[src/rtl/rs422_pattern_tx.sv]
// rs422_pattern_tx: test-pattern 8N1 UART transmitter.
// Sends a latched byte a latched number of times (or continuously) on one
// RS422 TX line, with optional idle bit periods between frames. START, STOP
// and CLEAR are one-cycle strobes from the register file; CLEAR wins over
// STOP, which wins over START. All outputs come straight from flops.
module rs422_pattern_tx #(
  parameter int CLK_DIV  = 868,  // OPB_CLK cycles per bit, >= 4
  parameter int GAP_BITS = 0     // idle bit periods after each stop bit, 0..15
) (
  input  logic        OPB_CLK,
  input  logic        OPB_RST,
  input  logic [7:0]  PATTERN,
  input  logic [31:0] TRANS_BYTES,
  input  logic        START,
  input  logic        STOP,
  input  logic        CLEAR,
  output logic        TX,
  output logic        BUSY,
  output logic        DONE,
  output logic        COMPLETE,
  output logic [31:0] TX_COUNT
);

  localparam int BW      = $clog2(CLK_DIV);
  // With no gap the gap counter is never used; keep it one cycle long so
  // its width and terminal value stay legal.
  localparam int GAP_CYC = (GAP_BITS > 0) ? GAP_BITS * CLK_DIV : 1;
  localparam int GW      = (GAP_CYC > 1) ? $clog2(GAP_CYC) : 1;

  localparam logic [BW-1:0] BAUD_LAST = BW'(CLK_DIV - 1);
  localparam logic [GW-1:0] GAP_LAST  = GW'(GAP_CYC - 1);

  typedef enum logic [2:0] {
    IDLE,
    START_BIT,
    DATA,
    STOP_BIT,
    GAP
  } state_t;

  state_t        state, state_n;
  logic [BW-1:0] baud_cnt, baud_n;
  logic [2:0]    bit_idx, bit_n;
  logic [GW-1:0] gap_cnt, gap_n;
  logic [7:0]    pat_r, pat_n;
  logic [31:0]   len_r, len_n;
  logic          stop_pend, stop_pend_n;
  logic          tx_r, tx_n;
  logic          busy_r, busy_n;
  logic          done_r, done_n;
  logic          complete_r, complete_n;
  logic [31:0]   count_r, count_n;

  logic          baud_last;
  logic          stop_req;
  logic [31:0]   count_inc;

  assign baud_last = (baud_cnt == BAUD_LAST);
  // A STOP landing on the very cycle a frame or gap ends still counts.
  assign stop_req  = stop_pend | STOP;
  assign count_inc = count_r + 32'd1;

  assign TX       = tx_r;
  assign BUSY     = busy_r;
  assign DONE     = done_r;
  assign COMPLETE = complete_r;
  assign TX_COUNT = count_r;

  // State and datapath registers; reset leaves the line at mark (idle high).
  // NOTE: non-blocking (<=) in clocked blocks so every flop samples the
  // pre-edge values; blocking here would create order-dependent races.
  always_ff @(posedge OPB_CLK or posedge OPB_RST) begin
    if (OPB_RST) begin
      state      <= IDLE;
      baud_cnt   <= '0;
      bit_idx    <= '0;
      gap_cnt    <= '0;
      pat_r      <= '0;
      len_r      <= '0;
      stop_pend  <= 1'b0;
      tx_r       <= 1'b1;
      busy_r     <= 1'b0;
      done_r     <= 1'b0;
      complete_r <= 1'b0;
      count_r    <= '0;
    end else begin
      state      <= state_n;
      baud_cnt   <= baud_n;
      bit_idx    <= bit_n;
      gap_cnt    <= gap_n;
      pat_r      <= pat_n;
      len_r      <= len_n;
      stop_pend  <= stop_pend_n;
      tx_r       <= tx_n;
      busy_r     <= busy_n;
      done_r     <= done_n;
      complete_r <= complete_n;
      count_r    <= count_n;
    end
  end

  // Next-state and next-output logic; the line level is computed for the
  // state being entered so TX changes on the same edge as the state.
  always_comb begin
    // NOTE: every target gets a hold/default value first so no path through
    // the case statement can leave one unassigned and infer a latch.
    state_n     = state;
    baud_n      = baud_cnt;
    bit_n       = bit_idx;
    gap_n       = gap_cnt;
    pat_n       = pat_r;
    len_n       = len_r;
    stop_pend_n = stop_pend;
    tx_n        = tx_r;
    busy_n      = busy_r;
    done_n      = 1'b0;
    complete_n  = complete_r;
    count_n     = count_r;

    if (CLEAR) begin
      // Abort immediately, truncating any frame on the wire.
      state_n     = IDLE;
      baud_n      = '0;
      bit_n       = '0;
      gap_n       = '0;
      stop_pend_n = 1'b0;
      tx_n        = 1'b1;
      busy_n      = 1'b0;
      complete_n  = 1'b0;
      count_n     = '0;
    end else begin
      if (STOP && state != IDLE) stop_pend_n = 1'b1;

      case (state)
        IDLE: begin
          if (START && !STOP) begin
            state_n     = START_BIT;
            pat_n       = PATTERN;
            len_n       = TRANS_BYTES;
            baud_n      = '0;
            stop_pend_n = 1'b0;
            tx_n        = 1'b0;
            busy_n      = 1'b1;
            complete_n  = 1'b0;
            count_n     = '0;
          end
        end

        START_BIT: begin
          if (baud_last) begin
            state_n = DATA;
            baud_n  = '0;
            bit_n   = '0;
            tx_n    = pat_r[0];
          end else begin
            baud_n = baud_cnt + BW'(1);
          end
        end

        DATA: begin
          if (baud_last) begin
            baud_n = '0;
            if (bit_idx == 3'd7) begin
              state_n = STOP_BIT;
              tx_n    = 1'b1;
            end else begin
              bit_n = bit_idx + 3'd1;
              tx_n  = pat_r[bit_idx + 3'd1];
            end
          end else begin
            baud_n = baud_cnt + BW'(1);
          end
        end

        STOP_BIT: begin
          if (baud_last) begin
            baud_n  = '0;
            count_n = count_inc;
            if (len_r != '0 && count_inc == len_r) begin
              state_n     = IDLE;
              done_n      = 1'b1;
              complete_n  = 1'b1;
              busy_n      = 1'b0;
              stop_pend_n = 1'b0;
            end else if (stop_req) begin
              state_n     = IDLE;
              busy_n      = 1'b0;
              stop_pend_n = 1'b0;
            end else if (GAP_BITS > 0) begin
              state_n = GAP;
              gap_n   = '0;
            end else begin
              state_n = START_BIT;
              tx_n    = 1'b0;
            end
          end else begin
            baud_n = baud_cnt + BW'(1);
          end
        end

        GAP: begin
          if (gap_cnt == GAP_LAST) begin
            gap_n = '0;
            if (stop_req) begin
              state_n     = IDLE;
              busy_n      = 1'b0;
              stop_pend_n = 1'b0;
            end else begin
              state_n = START_BIT;
              baud_n  = '0;
              tx_n    = 1'b0;
            end
          end else begin
            gap_n = gap_cnt + GW'(1);
          end
        end

        default: begin
          state_n = IDLE;
          tx_n    = 1'b1;
          busy_n  = 1'b0;
        end
      endcase
    end
  end

endmodule

[config.mk]
export PLATFORM = sky130hd
export DESIGN_NAME = rs422_pattern_tx
export DESIGN_NICKNAME = d
export VERILOG_FILES = /design/src/rtl/rs422_pattern_tx.sv
export SDC_FILE = /design/constraint.sdc
export NUM_CORES = 1
export LEC_CHECK = 0
export CAP_MARGIN = 10
export CORE_MARGIN = 2
export CORE_UTILIZATION = 57
export CTS_BUF_LIST = sky130_fd_sc_hd__clkbuf_4 sky130_fd_sc_hd__clkbuf_8
export CTS_CLUSTER_DIAMETER = 100
export DETAILED_ROUTE_END_ITERATION = 6
export GPL_TIMING_DRIVEN = 0
export PLACE_DENSITY = 0.83
export SLEW_MARGIN = 20
export SYNTH_ARGS = -nofsm -noshare
export SYNTH_HDL_FRONTEND = slang
export SYNTH_SLANG_ARGS = --single-unit
[constraint.sdc]
create_clock -name OPB_CLK -period 3.1 [get_ports OPB_CLK]
set_input_delay 0.465 -clock OPB_CLK [delete_from_list [all_inputs] [get_ports OPB_CLK]]
set_output_delay 0.465 -clock OPB_CLK [all_outputs]
set_load 0.005 [all_outputs]
==> results of run 1 <==
[metal layers]
layer | vias to the layer above | share of wire, %
li1 | 2354 | -
met1 | 2517 | 42
met2 | 272 | 47
met3 | 50 | 7.2
met4 | 0 | 4.0
met5 | - | 0
[area by class of cell]
type                       instances  share of cell area [%]
timing repair buffer              83                    12.1
buffer                            28                    1.99
multi-input combinational        456                    46.8
sequential                        92                    33.0
clock inverter                     7                    1.41
tap                              133                    2.38
clock buffer                       9                    1.77
inverter                          11                   0.662
[repair_timing]
action / in CTS / in global routing
hold buffers: 0 / 0
pin swaps: 0 / 2
buffers inserted: 0 / 2
gates resized for setup: 4 / 10
cloned: 0 / 0
endpoints found under the setup margin: 5 / 13
endpoints found under the hold margin: 0 / 0
[sequential cells by signal, summed over array words and instances, names as in the netlist]
signal and cells:
DONE 1, state 2, COMPLETE 1, baud_cnt 10
BUSY 1, bit_idx 3, stop_pend 1, pat_r 8
TX_COUNT 32, TX 1, len_r 32
[report_power, final]
part           internal (W)  switching [W]  leakage [nW]  total, W
clock              0.000462       0.000461         0.115  0.000923
sequential          0.00150       0.000356          1.19   0.00186
combinational      0.000748       0.000781          1.55   0.00153
total               0.00271        0.00160          2.85   0.00431
[cell usage in the layout (no fill, tap or decap), types with 4 or more instances in the layout]
master	n
xnor2_1	26
buf_2	8
a22o_1	4
nor3_1	13
a21oi_1	17
a22oi_1	5
o31ai_1	14
and2_1	5
or3_1	9
o21ai_0	58
nand2b_1	8
mux2_2	41
clkdlybuf4s50_1	80
nand3_1	21
xor2_1	25
ha_1	8
nor4_1	11
nand4_2	4
nor2_1	44
clkbuf_1	16
dfrtp_1	89
nand2_1	50
and3_1	10
nand4_1	15
clkbuf_8	9
inv_1	10
[through the flow]
step                total power, W  area (um^2)  utilization, %
global placement           0.00330         6650            68.4
floorplan                  0.00286         5690               -
global route               0.00453         6990            71.9
detailed placement         0.00336         6690            68.7
finish                     0.00431         6990            71.9
CTS                        0.00429         6940            71.3
[synthesized netlist by cell type, types with 10 or more instances]
library cell,count
nand3_1,22
clkbuf_1,17
nor3_1,15
nand2_1,50
xor2_1,25
and3_1,10
mux2_2,41
a21oi_1,17
dfrtp_1,91
o21ai_0,58
nor2_1,44
nor4_1,12
o31ai_1,14
inv_1,11
nand4_1,15
xnor2_1,26
[worst paths after layout]
| kind | start | endpoint | slack (ps) |
|---|---|---|---|
| setup / recovery | TX_COUNT[16] | TX | 180 |
| hold / removal | OPB_RST | baud_cnt[9] | 380 |
| setup reg to reg | TX_COUNT[16] | TX | 180 |
| hold reg to reg | TX | TX | 500 |
| max in group asynchronous | OPB_RST | TX_COUNT[0] | 2100 |
| min in group OPB_CLK | TX | TX | 500 |
[cells by family after synthesis]
logic type	share of synthesized area (%)
flops	40.5
fa+ha+maj	1.76
buf+inv	3.15
compound gates	15.2
xor+xnor	9.05
mux	9.26
simple gates	21.1
==> results by group, run 1 <==
Setup path
  – CP Launch Type: flop
  – CP Class: flop to flop
  – Worst path slowest cell: or4_1
  – Crit-path leading delay family: simple AND/OR/NAND/NOR gates
  – Reg2Reg Depth: 10
  – CP cell instances: clkbuf_1 > nand3_1 > nor4_4 > nand3_1 > xnor2_1 > or4_1 > nor2_1 > nand4_2 > o211ai_2 > o2bb2ai_1
  – Setup crit end kind: flop
  – Critical path depth in cells: 10
  – Most used cell, CP: nand3_1
  – Largest stage delay, worst path: roughly 540 ps
  – Worst-path maximum fanout: 8
  – CP arrival: roughly 3200 ps
  – Worst Path Buf+Inv: 1
  – CP Data Required Time: between 3000 and 4000 ps

Clock network
  – CTS H-tree depth: 3
  – Longest Clk Path Bufs: 2
  – Num CTS Buffers: 9
  – TritonCTS clock tree: done
  – Clock sink total: a little over 90
  – CTS Root Buffer Type: clkbuf_8
  – Skew-Pair Late Insertion Delay: around 380 ps
  – Clock-pin transition on the worst setup and hold timing paths: roughly 100 ps

Timing
  – Setup-failing EPs final: 0
  – PnR worst setup slack: approximately 180 ps
  – Fmax: about 340 MHz
  – Setup TNS: 0 ps
  – RSZ-0062 raised after global routing: false
  – Slew Viols, Final: 0
  – Hold_ws: about 380 ps
  – Crit share post-route: between 90% and 100%
  – Period minus WS final: 2920 ps
  – Worst slew pin tran: around 740 ps
  – Hold Fails Final Rpt: 0
  – Slew headroom: 50.5%
  – Clock Skew: 17.8 ps

Yosys
  – Synth warn: 0
  – Post-synth EDFFs: 0
  – Register area share after synthesis: around 40%
  – Mapped Area: 5690 um^2
  – Ranking of synthesized cells by area: dfrtp_1 40%, mux2_2 8.1%, o21ai_0 5.1%
  – Avg Inst Size Synth: 9.69 um^2
  – Library cells used by synthesis: about 70
  – Post-Syn Instances: roughly 600
  – Yosys top cell area share: between 40% and 50%
  – Seq cells post-synth: 92
  – Yosys top cell by area: dfrtp_1
  – Synth Flop Type: dfrtp_1
  – Async SR Flop Fraction: between 90% and 100%
  – Synth Net Count: 640

Status
  – Outcome: finished, final reports clean

Finish
  – Layout area overhead: 23.0%
  – Diode count: 0
  – Register area: approximately 2300 um^2
  – Post-route insts no fill: between 800 and 900
  – Nets: about 730
  – Share of cells above drive strength 1: roughly 15%
  – Fillcell total: slightly below 800
  – Multi-input gate area: around 3300 um^2

Routing
  – Drt first pass iters: 6
  – Post-route ant nets: 0
  – DRC errors left: 0
  – Detailed-route via count: a little over 5000
  – WL/cell: around 20 um
  – Drt initial violations: 461
  – Post-Route WL: 16300 um
  – Vias per Instance: ~6.3

Global routing
  – First-pass GRT wire length: 26200 um
  – Most used routing layer: met2
  – Initial antenna violation count: 0
  – Grt total ovfl: 0
  – Met1 Resource Use GR: 42.1%
  – Largest net degree at the start of global routing: 78
  – Aggregate global-route resource usage: a little under a third
  – Met3 usage: approximately 4.7%
  – Number of global-route vias before repair: between 4000 and 5000
  – GRT met2 Usage: a little under half

Placement
  – Port bufs: 80
  – DP Wirelength: about 12000 um
  – GPL Wtd Cong: approximately 0.96
  – Setup WS pre-CTS: -309 ps
  – Placed Cells incl. Taps: 801

Power and ir drop
  – PD cells: between 600 and 700 nW/um^2
  – Maximum vdd drop: between 300 and 400 uV
  – Leakage: approximately 2.9 nW

Die
  – Initial Util: between 50% and 60%
  – Die ar.: 10800 um^2
  – Die X: roughly 100 um
  – # IOs: 81
  – Row cnt: 36
  – Die height: a little over 100 um
  – Core ar.: roughly 9700 um^2

Worst hold path
  – Hold Path Class: input port to asynchronous set/reset pin

Job
  – Max_cap viols: 0
No activity file was read; power rests on OpenSTA's default activity.
==> inputs of run 2 (changes only) <==
Settings changed: CORE_ASPECT_RATIO from default to 0.9, MAX_ROUTING_LAYER from default to met4.
==> run 2 against run 1 <==
Compared with the run above: via count down 2.2%; first-iteration DRC count down 23%; non-clock buffer count stayed put.
==> results by group, run 2 (synthesis gave the netlist of run 1 again) <==
Global routing
  – Largest net degree at the start of global routing: 58
  – Number of global-route vias before repair: 4943
  – First-pass GRT wire length: between 20000 and 30000 um
  – Aggregate global-route resource usage: 32.1%
  – Initial antenna violation count: 0
  – Grt total ovfl: 0

Power and ir drop
  – Maximum vdd drop: 458 uV
  – Tot Pwr: between 0.004 and 0.005 W
  – PD cells: approximately 600 nW/um^2
  – Leakage: about 2.8 nW

Routing
  – WL/cell: 19.9 um
  – Post-Route WL: ~16000 um
  – Drt first pass iters: 5
  – Drt initial violations: between 300 and 400
  – Vias per Instance: approximately 6.3
  – Detailed-route via count: 5079
  – DRC errors left: 0
  – Post-route ant nets: 0

Finish
  – Share of cells above drive strength 1: between 10% and 20%
  – Most frequent cells in the layout: 90 x dfrtp_1, 80 x clkdlybuf4s50_1, 58 x o21ai_0
  – Fillcell total: 768
  – Nets: between 700 and 800
  – Leading cell type in the layout, fill and taps excluded: dfrtp_1
  – Post-route insts no fill: around 800
  – Diode count: 0
  – Layout area overhead: 22.3%

Worst hold path
  – Hold Path Class: flop to flop
  – Hold-critical path depth: 1

Die
  – Core ar.: approximately 9700 um^2
  – Die height: between 90 and 100 um
  – Row cnt: 34
  – Die X: ~110 um
  – Die ar.: around 11000 um^2
  – # IOs: 81
  – Initial Util: between 50% and 60%

Clock network
  – TritonCTS clock tree: done
  – Num CTS Buffers: 9
  – CTS H-tree depth: 3
  – Longest Clk Path Bufs: 2
  – Clock sink total: between 90 and 100
  – Skew-Pair Late Insertion Delay: 380 ps
  – CTS Root Buffer Type: clkbuf_8
  – CTS Hold Buffers Added: 0
  – Clock-pin transition on the worst setup and hold timing paths: about 100 ps

Timing
  – RSZ-0062 raised after global routing: false
  – Crit share post-route: around 95%
  – Fmax: between 300 and 400 MHz
  – Worst slew pin tran: 741 ps
  – Period minus WS final: around 3000 ps
  – Slew Viols, Final: 0
  – Clock Skew: ~14 ps
  – Slew headroom: between 50% and 60%
  – Hold Fails Final Rpt: 0
  – Setup-failing EPs final: 0

Setup path
  – Worst Path Buf+Inv: 3
  – CP cell instances: buf_6 > and3_4 > buf_6 > and4_4 > buf_6 > nand2_4 > or3_1 > xnor2_2 > a2111oi_4 > nand4_2 > nand3_1 > a31oi_1
  – Crit-path leading delay family: simple AND/OR/NAND/NOR gates
  – Worst path slowest cell: or3_1
  – Reg2Reg Depth: 12
  – Most used cell, CP: buf_6
  – Largest stage delay, worst path: approximately 480 ps
  – Critical path depth in cells: 12
  – CP arrival: between 3000 and 4000 ps
  – CP Class: flop to flop
  – CP Data Required Time: 3340 ps
  – CP Launch Type: flop
  – Setup crit end kind: flop
  – Worst-path maximum fanout: 9

Placement
  – Port bufs: 80
  – Placed Cells incl. Taps: slightly below 800
  – DP Wirelength: around 12000 um
  – GPL Wtd Cong: between 0.9 and 1

Job
  – Max_cap viols: 0

Status
  – Outcome: finished, final reports clean
[run 2: changes by cell type in the layout (fill, tap and decap cells not counted), sizes merged]
cell    before  now
bufinv       2    1
clkbuf      26   28
inv         13   12
[run 2: worst reg2reg max path, stage by stage (launching register included)]
cell and delay (ps):
dfrtp_1 400, buf_6 160, and3_4 190, buf_6 130
and4_4 230, buf_6 150, nand2_4 80, or3_1 480
xnor2_2 210, a2111oi_4 220, nand4_2 250, nand3_1 180
a31oi_1 110
[run 2: layout make-up]
type	instances	area [um^2]	area share (%)
clock inverters	5	61.3	0.882
flip-flops and latches	92	2300	33.1
clock buffers	11	139	2.00
well taps	126	158	2.27
repair buffers	83	836	12.0
plain buffers	28	138	1.98
inverters	11	43.8	0.630
multi-input cells	456	3270	47.1
[run 2: routing by layer]
metal	GRT usage, %	vias to the layer above	wire (um)
met4	11.0	0	401
met1	45.6	2461	7070
met3	6.48	36	1430
li1	-	2342	-
met5	-	-	0
met2	46.0	240	7290
[run 2: report_power, final]
| part | switching (W) | internal [W] |
|---|---|---|
| sequential | 0.000363 | 0.00150 |
| clock | 0.000450 | 0.000396 |
| combinational | 0.000773 | 0.000746 |
| total | 0.00159 | 0.00265 |
[run 2: path summary, 6_finish.rpt]
check                                 start     endpoint  slack (ps)
worst max-delay path            TX_COUNT[2]     state[0]         170
worst min-delay path                     TX           TX         490
worst max register to register  TX_COUNT[2]     state[0]         170
worst min register to register           TX           TX         490
max in group asynchronous           OPB_RST  TX_COUNT[0]        1870
min in group asynchronous           OPB_RST  TX_COUNT[4]         580
[run 2: stage by stage]
stage	TNS (ps)	util [%]	area (um^2)	hold WS, ps	setup slack [ps]
2_1_floorplan	0	-	5690	471	245
3_3_place_gp	-98310	68.5	6640	475	-1070
3_5_place_dp	-1300	68.7	6670	479	-288
4_1_cts	0	71.1	6900	491	28.9
5_1_grt	0	71.7	6950	501	9.70
6_report	0	71.7	6950	489	170
[run 2: repair_timing]
| item | in CTS | in global routing |
|---|---|---|
| gates resized for setup | 4 | 8 |
| setup endpoints to repair | 5 | 9 |
| pin swaps | 0 | 3 |
| buffers inserted | 0 | 2 |
